$ cat src/rtl/mem_arbiter.sv
// mem_arbiter: two-port arbiter sharing one synchronous RAM; a registered request is
// issued for one cycle, and its read data returns with a one-cycle ack.
module mem_arbiter #(
  parameter int AW = 8,
  parameter int DW = 8,
  parameter bit RR = 1'b1
) (
  input  logic          clk,
  input  logic          rst,
  input  logic          m0_req,
  input  logic          m0_we,
  input  logic [AW-1:0] m0_addr,
  input  logic [DW-1:0] m0_wdata,
  output logic          m0_ack,
  output logic [DW-1:0] m0_rdata,
  input  logic          m1_req,
  input  logic          m1_we,
  input  logic [AW-1:0] m1_addr,
  input  logic [DW-1:0] m1_wdata,
  output logic          m1_ack,
  output logic [DW-1:0] m1_rdata,
  output logic [AW-1:0] mem_addr,
  output logic          mem_we,
  output logic [DW-1:0] mem_wdata,
  input  logic [DW-1:0] mem_rdata,
  output logic          busy
);
  localparam logic [1:0] IDLE = 2'd0, ISSUE = 2'd1, WAIT = 2'd2, ACK = 2'd3;
  logic [1:0] state;
  logic       last_grant, gnt, sel;
  always_comb sel = (m0_req && m1_req) ? (RR ? !last_grant : 1'b0) : !m0_req;
  assign busy = state != IDLE;
  always_ff @(posedge clk or posedge rst) begin
    if (rst) begin
      state      <= IDLE;
      last_grant <= 1'b1;
      gnt        <= 1'b0;
      mem_addr   <= '0;
      mem_we     <= 1'b0;
      mem_wdata  <= '0;
      m0_ack     <= 1'b0;
      m1_ack     <= 1'b0;
      m0_rdata   <= '0;
      m1_rdata   <= '0;
    end else begin
      case (state)
        IDLE: if (m0_req || m1_req) begin
          gnt        <= sel;
          last_grant <= sel;
          mem_addr   <= sel ? m1_addr : m0_addr;
          mem_we     <= sel ? m1_we : m0_we;
          mem_wdata  <= sel ? m1_wdata : m0_wdata;
          state      <= ISSUE;
        end
        ISSUE: begin
          mem_we <= 1'b0;
          state  <= WAIT;
        end
        WAIT: begin
          if (gnt) begin
            m1_rdata <= mem_rdata;
            m1_ack   <= 1'b1;
          end else begin
            m0_rdata <= mem_rdata;
            m0_ack   <= 1'b1;
          end
          state <= ACK;
        end
        default: begin
          m0_ack <= 1'b0;
          m1_ack <= 1'b0;
          state  <= IDLE;
        end
      endcase
    end
  end
endmodule

$ cat config.mk
export PLATFORM = sky130hd
export DESIGN_NAME = mem_arbiter
export DESIGN_NICKNAME = d
export VERILOG_FILES = /design/src/rtl/mem_arbiter.sv
export SDC_FILE = /design/constraint.sdc
export NUM_CORES = 1
export LEC_CHECK = 0
export ABC_AREA = 0
export BUFFER_PORTS_ARGS = -buffer_cell sky130_fd_sc_hd__buf_2
export CELL_PAD_IN_SITES_DETAIL_PLACEMENT = 0
export CELL_PAD_IN_SITES_GLOBAL_PLACEMENT = 1
export CORE_ASPECT_RATIO = 0.5
export CORE_MARGIN = 4
export CORE_UTILIZATION = 25
export CTS_CLUSTER_SIZE = 24
export DETAILED_ROUTE_END_ITERATION = 8
export PLACE_DENSITY_LB_ADDON = 0.1
export REMOVE_ABC_BUFFERS = 1
export SLEW_MARGIN = 20
export SYNTH_ARGS = -nofsm -noshare
export SYNTH_HDL_FRONTEND = slang
export SYNTH_SLANG_ARGS = --single-unit
export TNS_END_PERCENT = 100
$ cat constraint.sdc
create_clock -name clk -period 2 [get_ports clk]
set_input_delay 0.4 -clock clk [delete_from_list [all_inputs] [get_ports clk]]
set_output_delay 0.4 -clock clk [all_outputs]
set_load 0.01 [all_outputs]
==> results of run 1 <==
==> layout make-up <==
class / count / area [sq um] / share of cell area
tap: 92 / 115 / 0.0467
timing repair buffer: 85 / 448 / 0.182
clock buffer: 6 / 139 / 0.0564
inverter: 6 / 22.5 / 0.00915
clock inverter: 2 / 35.0 / 0.0142
multi-input combinational: 126 / 726 / 0.295
sequential: 39 / 977 / 0.397
==> report_power, final <==
part	internal, mW	total (mW)	switching, mW
Sequential	1.20	1.42	0.219
Combinational	0.737	1.65	0.918
Clock	0.620	0.927	0.307
Total	2.56	4.00	1.44
==> per-stage QoR <==
stage               hold WS [ps]  area (sq um)  worst slack, ps  std cells   util
detailed placement           461          2290              326        348  0.335
finish                       142          2460              242        356  0.360
floorplan                    462          1730              181        171      -
CTS                          164          2460              219        356  0.360
global route                 192          2460             78.0        356  0.360
global placement             452          2290              368        348  0.335
==> layout by cell type (no fill, tap or decap) <==
| master | count |
|---|---|
| nor2_1 | 20 |
| buf_2 | 81 |
| nand4_1 | 1 |
| mux2_2 | 9 |
| nand2b_1 | 2 |
| a31oi_1 | 18 |
| o21a_1 | 1 |
| nor3_1 | 1 |
| o21ai_0 | 16 |
| and2b_2 | 1 |
| mux2_1 | 1 |
| clkbuf_8 | 1 |
| inv_1 | 5 |
| a21oi_1 | 2 |
| clkinv_1 | 1 |
| nor2b_1 | 2 |
| o2111ai_1 | 1 |
| nand3_1 | 17 |
| nor3b_2 | 1 |
| nand2_2 | 1 |
| o21ai_1 | 1 |
| bufinv_16 | 1 |
| buf_12 | 1 |
| nand2_1 | 25 |
| clkbuf_16 | 5 |
| ha_1 | 5 |
| dfrtp_1 | 38 |
| dfstp_2 | 1 |
| buf_4 | 3 |
| clkinv_2 | 1 |
| o2bb2ai_1 | 1 |
==> per-layer routing <==
layer  GRT usage  up-vias  wire (microns)
met3      0.0382        5             331
li1            -      793               -
met1       0.160      727            2330
met5           0        -               0
met2       0.193       49            2250
met4      0.0317        0              42
==> worst max-delay path: cells and delay by family (launching register included) <==
kind | cells | cell delay (ps)
fa+ha+maj | 1 | 310
flops | 1 | 410
buf+inv | 3 | 370
==> cells by family (layout without fill, tap and decap cells) <==
logic type | count (synthesis) | count (layout)
buffers and inverters | 18 | 99
DFF | 39 | 39
muxes | 10 | 10
and+or+nand+nor | 71 | 71
AOI/OAI and AO/OA | 40 | 40
adders and majority gates | 5 | 5
==> registers in the layout, summed over array words and instances (netlist names) <==
name,count
gnt,1
mem_addr,8
m1_rdata,8
m0_ack,1
mem_wdata,8
last_grant,1
m0_rdata,8
state,2
mem_we,1
m1_ack,1
==> worst paths after layout <==
kind	from	end
setup / recovery	state[0]	busy
setup reg to reg	state[0]	state[1]
hold / removal	rst	m1_rdata[2]
max in group asynchronous	rst	last_grant
min in group clk	mem_rdata[7]	m0_rdata[7]
hold reg to reg	m0_rdata[6]	m0_rdata[6]
==> impl_metrics.csv, run 1 <==
group,metric,value,unit
outcome,outcome,"complete, no violations",
critical_path,worst_r2r_path_depth,4,
final_layout,layout-drive-gt1-share,0.402,
floorplan,floorplan.core_area,0.00683,sq mm
sta,final_hold_vios,0,
synth,netlist.top_cell.by_area,"dfrtp_1",
synth,post-synth-top-area-fraction,0.527,
sta,relative_max_transition_margin,0.538,
synth,netlist_area,0.00180,sq mm
synth,synthMostInstantiatedCell,"dfrtp_1",
worst_hold_path,hp-class,"input pin to async pin",
critical_path,critPathKind,"register to output port",
sta,post-route-period-util,0.879,
floorplan,floorplan.die_area,0.00872,sq mm
synth,syn-mean-instance-area,9.85,sq um
final_layout,antenna-diode-count,0,
clock_tree,cts_buffers,5,
drt,finalWirelength,4.95,mm
grt,maximum_number_of_pins_on_one_net_before_global_route_repair,23,
drt,postRouteAntennaNets,0,
clock_tree,tritoncts,"yes",
critical_path,critical_path.cell_chain,"inv_1 > ha_1 > inv_1 > buf_2",
synth,dominant_combinational_cell_family_by_area_after_synthesis,"simple AND/OR/NAND/NOR gates",
pwr,irDropWorstVdd,0.364,mV
sta,max_slew.worst_pin.slew,689,ps
sta,min_period,1760,ps
final_layout,final_net_count,314,
synth,adder_cell_area_share_of_the_yosys_netlist,0.0347,
sta,finalSetupTns,0,ps
drt,routedWlPerCell,13.9,microns
synth,synth_enable_flop_cells,0,
sta,fmaxAchievable,569,MHz
synth,yosys.area_share.simple,0.176,
synth,synth-compound-area-share,0.129,
clock_tree,cts.htree.levels,2,
pwr,power.density_cell_area,1630,mW/mm^2
drt,drt_drc_violations_left,0,
critical_path,worst_path_max_delay_cell,"dfrtp_1",
critical_path,cpMostUsedCell,"inv_1",
run,max_cap_violations,0,
critical_path,end_kind,"output port",
placed_design,buffer_ports.inserted,81,
floorplan,floorplan.rows,21,
floorplan,initial_utilization,0.264,
synth,ys_top_cells_by_area,"dfrtp_1 53%, a31oi_1 6.2%, mux2_2 5.6%",
drt,dr.first_iter.drc_count,99,
critical_path,startpoint_class,"register",
clock_tree,tritoncts_num_sinks,39,
grt,track_usage,0.121,
critical_path,slowest_delay,410,ps
drt,detailroute.via_count,1574,
floorplan,die_width,128,microns
sta,rsz0062_at_grt,"no",
clock_tree,cts.repair.resized,0,
grt,grt_pass1_wl,8.18,mm
synth,ys_ff_latch,39,
synth,number_of_distinct_library_cells_after_synthesis,28,
sta,final.setup_skew,4.86,ps
floorplan,chipHeight,68.1,microns
synth,ys_async_sr_fraction,1.00,
pwr,finalPower,4.00,mW
synth,post_synth_xor_area_fraction,0,
clock_tree,clockRootBuffer,"clkbuf_16",
grt,grt_antenna_before_repair,0,
floorplan,io-pin-count,82,
critical_path,critical_path_maximum_fanout,8,
drt,firstDrtPassIters,4,
final_layout,synthToLayoutAreaGrowth,36.6,%
sta,timing.final.setup_violations,0,
clock_tree,ctsHoldBuffers,0,
grt,grt_pass1_vias,1607,
clock_tree,cts_buffer_depth,2,
critical_path,critPathArrivalTime,1360,ps
sta,timing.final.max_slew_violations,0,
final_layout,layout_fillers,720,
clock_tree,clk_pin_slew_worst_paths,60,ps
synth,postSynth.topFlopCell,"dfrtp_1",
placed_design,gpl.final_weighted_congestion,0.664,
drt,via_per_inst,4.42,
synth,yosysWarnings,0,
grt,grt_remaining_overflow,0,
critical_path,required,1600,ps
synth,synthTopCellsByCount,"38 x dfrtp_1, 25 x nand2_1, 20 x nor2_1",
clock_tree,post_cts.repair.setup_buffers,0,
pwr,total_leakage_power,1.19,nW
synth,mux_cell_area_share_after_synthesis,0.0625,
synth,synth_sequential_area_ratio,0.542,
critical_path,ff2ff_setup_slack,400,ps
synth,syn-instance-count,183,
placed_design,place_hpwl,3.57,mm
clock_tree,clock_insertion_delay_worst_skew,280,ps
Note: power is estimated with default switching activity, not from simulation.
==> run 2, diff against run 1 <==
--- a/config.mk
+++ b/config.mk
@@ -6,7 +6,6 @@
 export NUM_CORES = 1
 export LEC_CHECK = 0
 export ABC_AREA = 0
-export BUFFER_PORTS_ARGS = -buffer_cell sky130_fd_sc_hd__buf_2
 export CELL_PAD_IN_SITES_DETAIL_PLACEMENT = 0
 export CELL_PAD_IN_SITES_GLOBAL_PLACEMENT = 1
 export CORE_ASPECT_RATIO = 0.5
@@ -14,6 +13,8 @@
 export CORE_UTILIZATION = 25
 export CTS_CLUSTER_SIZE = 24
 export DETAILED_ROUTE_END_ITERATION = 8
+export DONT_BUFFER_PORTS = 1
+export MAX_ROUTING_LAYER = met4
 export PLACE_DENSITY_LB_ADDON = 0.1
 export REMOVE_ABC_BUFFERS = 1
 export SLEW_MARGIN = 20
==> run 2 against run 1 <==
- hold slack gained 47 ps
- utilization shrank 6.4 points
- via count shrank 17%
- register-to-register slack lost 60 ps
- critical endpoint unchanged
- largest cell class unchanged
==> impl_metrics.csv, run 2 (synthesis results as in run 1) <==
group,metric,value,unit
outcome,outcome,"complete, no violations",
final_layout,final_core_utilization,0.297,
critical_path,worst_path_max_delay_cell,"dfrtp_1",
final_layout,area_taken_by_multi_input_logic_gates,726,sq um
placed_design,pre_cts_slack,351,ps
critical_path,end_kind,"output port",
final_layout,final_common_cell,"dfrtp_1",
drt,drt_drc_violations_left,0,
floorplan,initial_utilization,0.264,
sta,max_slew.worst_pin.slew,569,ps
drt,detailroute.via_count,1302,
critical_path,cpMostUsedCell,"inv_1",
clock_tree,post_cts.repair.setup_buffers,0,
clock_tree,tritoncts_num_sinks,39,
pwr,power.density_cell_area,1720,mW/mm^2
grt,grt_pass1_wl,7.31,mm
sta,min_period,1710,ps
floorplan,floorplan.rows,21,
run,max_cap_violations,0,
sta,final_hold_vios,0,
final_layout,regArea,977,sq um
drt,met3_routed_length,337,microns
floorplan,chipHeight,68.1,microns
clock_tree,tritoncts,"yes",
drt,postRouteAntennaNets,0,
critical_path,critPathArrivalTime,1310,ps
worst_hold_path,hp-class,"input pin to register",
pwr,irDropWorstVdd,0.334,mV
sta,worst_setup_margin,289,ps
clock_tree,clockRootBuffer,"clkbuf_16",
floorplan,io-pin-count,82,
critical_path,critical_path.top_delay_family,"flip-flops",
drt,finalWirelength,4.65,mm
critical_path,worst_r2r_path_depth,4,
final_layout,final_net_count,235,
final_layout,mostFrequentLayoutCells,"38 x dfrtp_1, 25 x nand2_1, 20 x nor2_1",
critical_path,slowest_delay,410,ps
worst_hold_path,worst_hold_path.endpoint,"last_grant",
drt,maxUsedRoutingLayer,"met4",
grt,track_usage,0.116,
grt,maximum_number_of_pins_on_one_net_before_global_route_repair,23,
drt,firstDrtPassIters,4,
sta,finalSetupTns,0,ps
floorplan,die_width,128,microns
worst_hold_path,holdPathStages,1,
floorplan,floorplan.die_area,0.00872,sq mm
worst_hold_path,hold_path.startpoint,"m0_req",
pwr,total_leakage_power,0.858,nW
drt,dr.first_iter.drc_count,54,
critical_path,worst_r2r_endpoint,"state[1]",
critical_path,critical_path_maximum_fanout,8,
drt,via_per_inst,4.70,
final_layout,layout-drive-gt1-share,0.130,
sta,post-route-period-util,0.856,
critical_path,required,1600,ps
sta,final.setup_skew,4.60,ps
grt,grt_pass1_vias,1411,
sta,fmaxAchievable,584,MHz
final_layout,layout_fillers,719,
sta,timing.final.max_slew_violations,0,
final_layout,antenna-diode-count,0,
sta,relative_max_transition_margin,0.620,
clock_tree,cts_buffers,5,
sta,rsz0062_at_grt,"no",
clock_tree,clk_pin_slew_worst_paths,60,ps
clock_tree,cts.repair.resized,0,
drt,wl_met1,2.09,mm
clock_tree,cts_buffer_depth,2,
critical_path,timing.rr.start,"state[0]",
grt,grt_remaining_overflow,0,
critical_path,worst-path-buf-inv,2,
final_layout,synthToLayoutAreaGrowth,12.4,%
clock_tree,cts.htree.levels,2,
clock_tree,clock_insertion_delay_worst_skew,280,ps
sta,timing.final.setup_violations,0,
drt,routedWlPerCell,16.8,microns
grt,grt_antenna_before_repair,0,
placed_design,place_hpwl,3.38,mm
critical_path,ff2ff_setup_slack,340,ps
critical_path,critical_path.cell_chain,"inv_1 > ha_1 > inv_1",
drt,routed-wl-met2,2.16,mm
critical_path,critPathKind,"register to output port",
placed_design,buffer_ports.inserted,0,
placed_design,gpl.final_weighted_congestion,0.659,
critical_path,startpoint_class,"register",
floorplan,floorplan.core_area,0.00683,sq mm
run 2: power breakdown:
| group | switching, mW | internal [mW] | total [mW] |
|---|---|---|---|
| Clock | 0.298 | 0.461 | 0.759 |
| Sequential | 0.457 | 1.20 | 1.66 |
| Combinational | 0.591 | 0.467 | 1.06 |
run 2: timing repair:
action | CTS | global route
endpoints found under the setup margin | 0 | 0
endpoints found under the hold margin | 12 | 0
hold buffers | 1 | 0
run 2: worst reg2reg max path, delay by kind of cell (launching register included):
family / cells / cell delay (ps)
fa+ha+maj: 1 / 340
mux: 1 / 350
flops: 1 / 410
buf+inv: 1 / 120
simple gates: 1 / 310
run 2: metal layers:
metal | vias to the layer above | GRT usage
li1 | 632 | -
met3 | 7 | 0.0436
met4 | 0 | 0.0357
met2 | 46 | 0.182
met1 | 617 | 0.141
met5 | - | -
run 2: worst max-delay path by stage:
stage / startpoint / end / slack (ps) / depth (start not counted)
final: state[0] / busy / 290 / 3
after detailed placement: state[0] / state[1] / 350 / 4
after floorplan: state[0] / mem_we / 180 / 5
after CTS: state[0] / busy / 290 / 3
after global routing: state[0] / busy / 230 / 3
after global placement: state[1] / state[1] / 360 / 4
run 2: per-stage QoR:
stage | instance area (sq um) | hold WS [ps] | power, mW | cells
after global routing | 2030 | 173 | 3.80 | 277
final | 2030 | 189 | 3.48 | 277
after floorplan | 1730 | 462 | 2.42 | 171
after global placement | 1880 | 298 | 2.76 | 268
after CTS | 2030 | 175 | 3.57 | 277
after detailed placement | 1880 | 296 | 2.78 | 268
run 2: final cells by class:
| cell class | instances | share of cell area |
|---|---|---|
| clock buffers | 7 | 0.0655 |
| clock inverters | 1 | 0.00247 |
| inverters | 6 | 0.0111 |
| multi-input cells | 126 | 0.358 |
| flip-flops and latches | 39 | 0.482 |
| well taps | 92 | 0.0568 |
| repair buffers | 6 | 0.0235 |
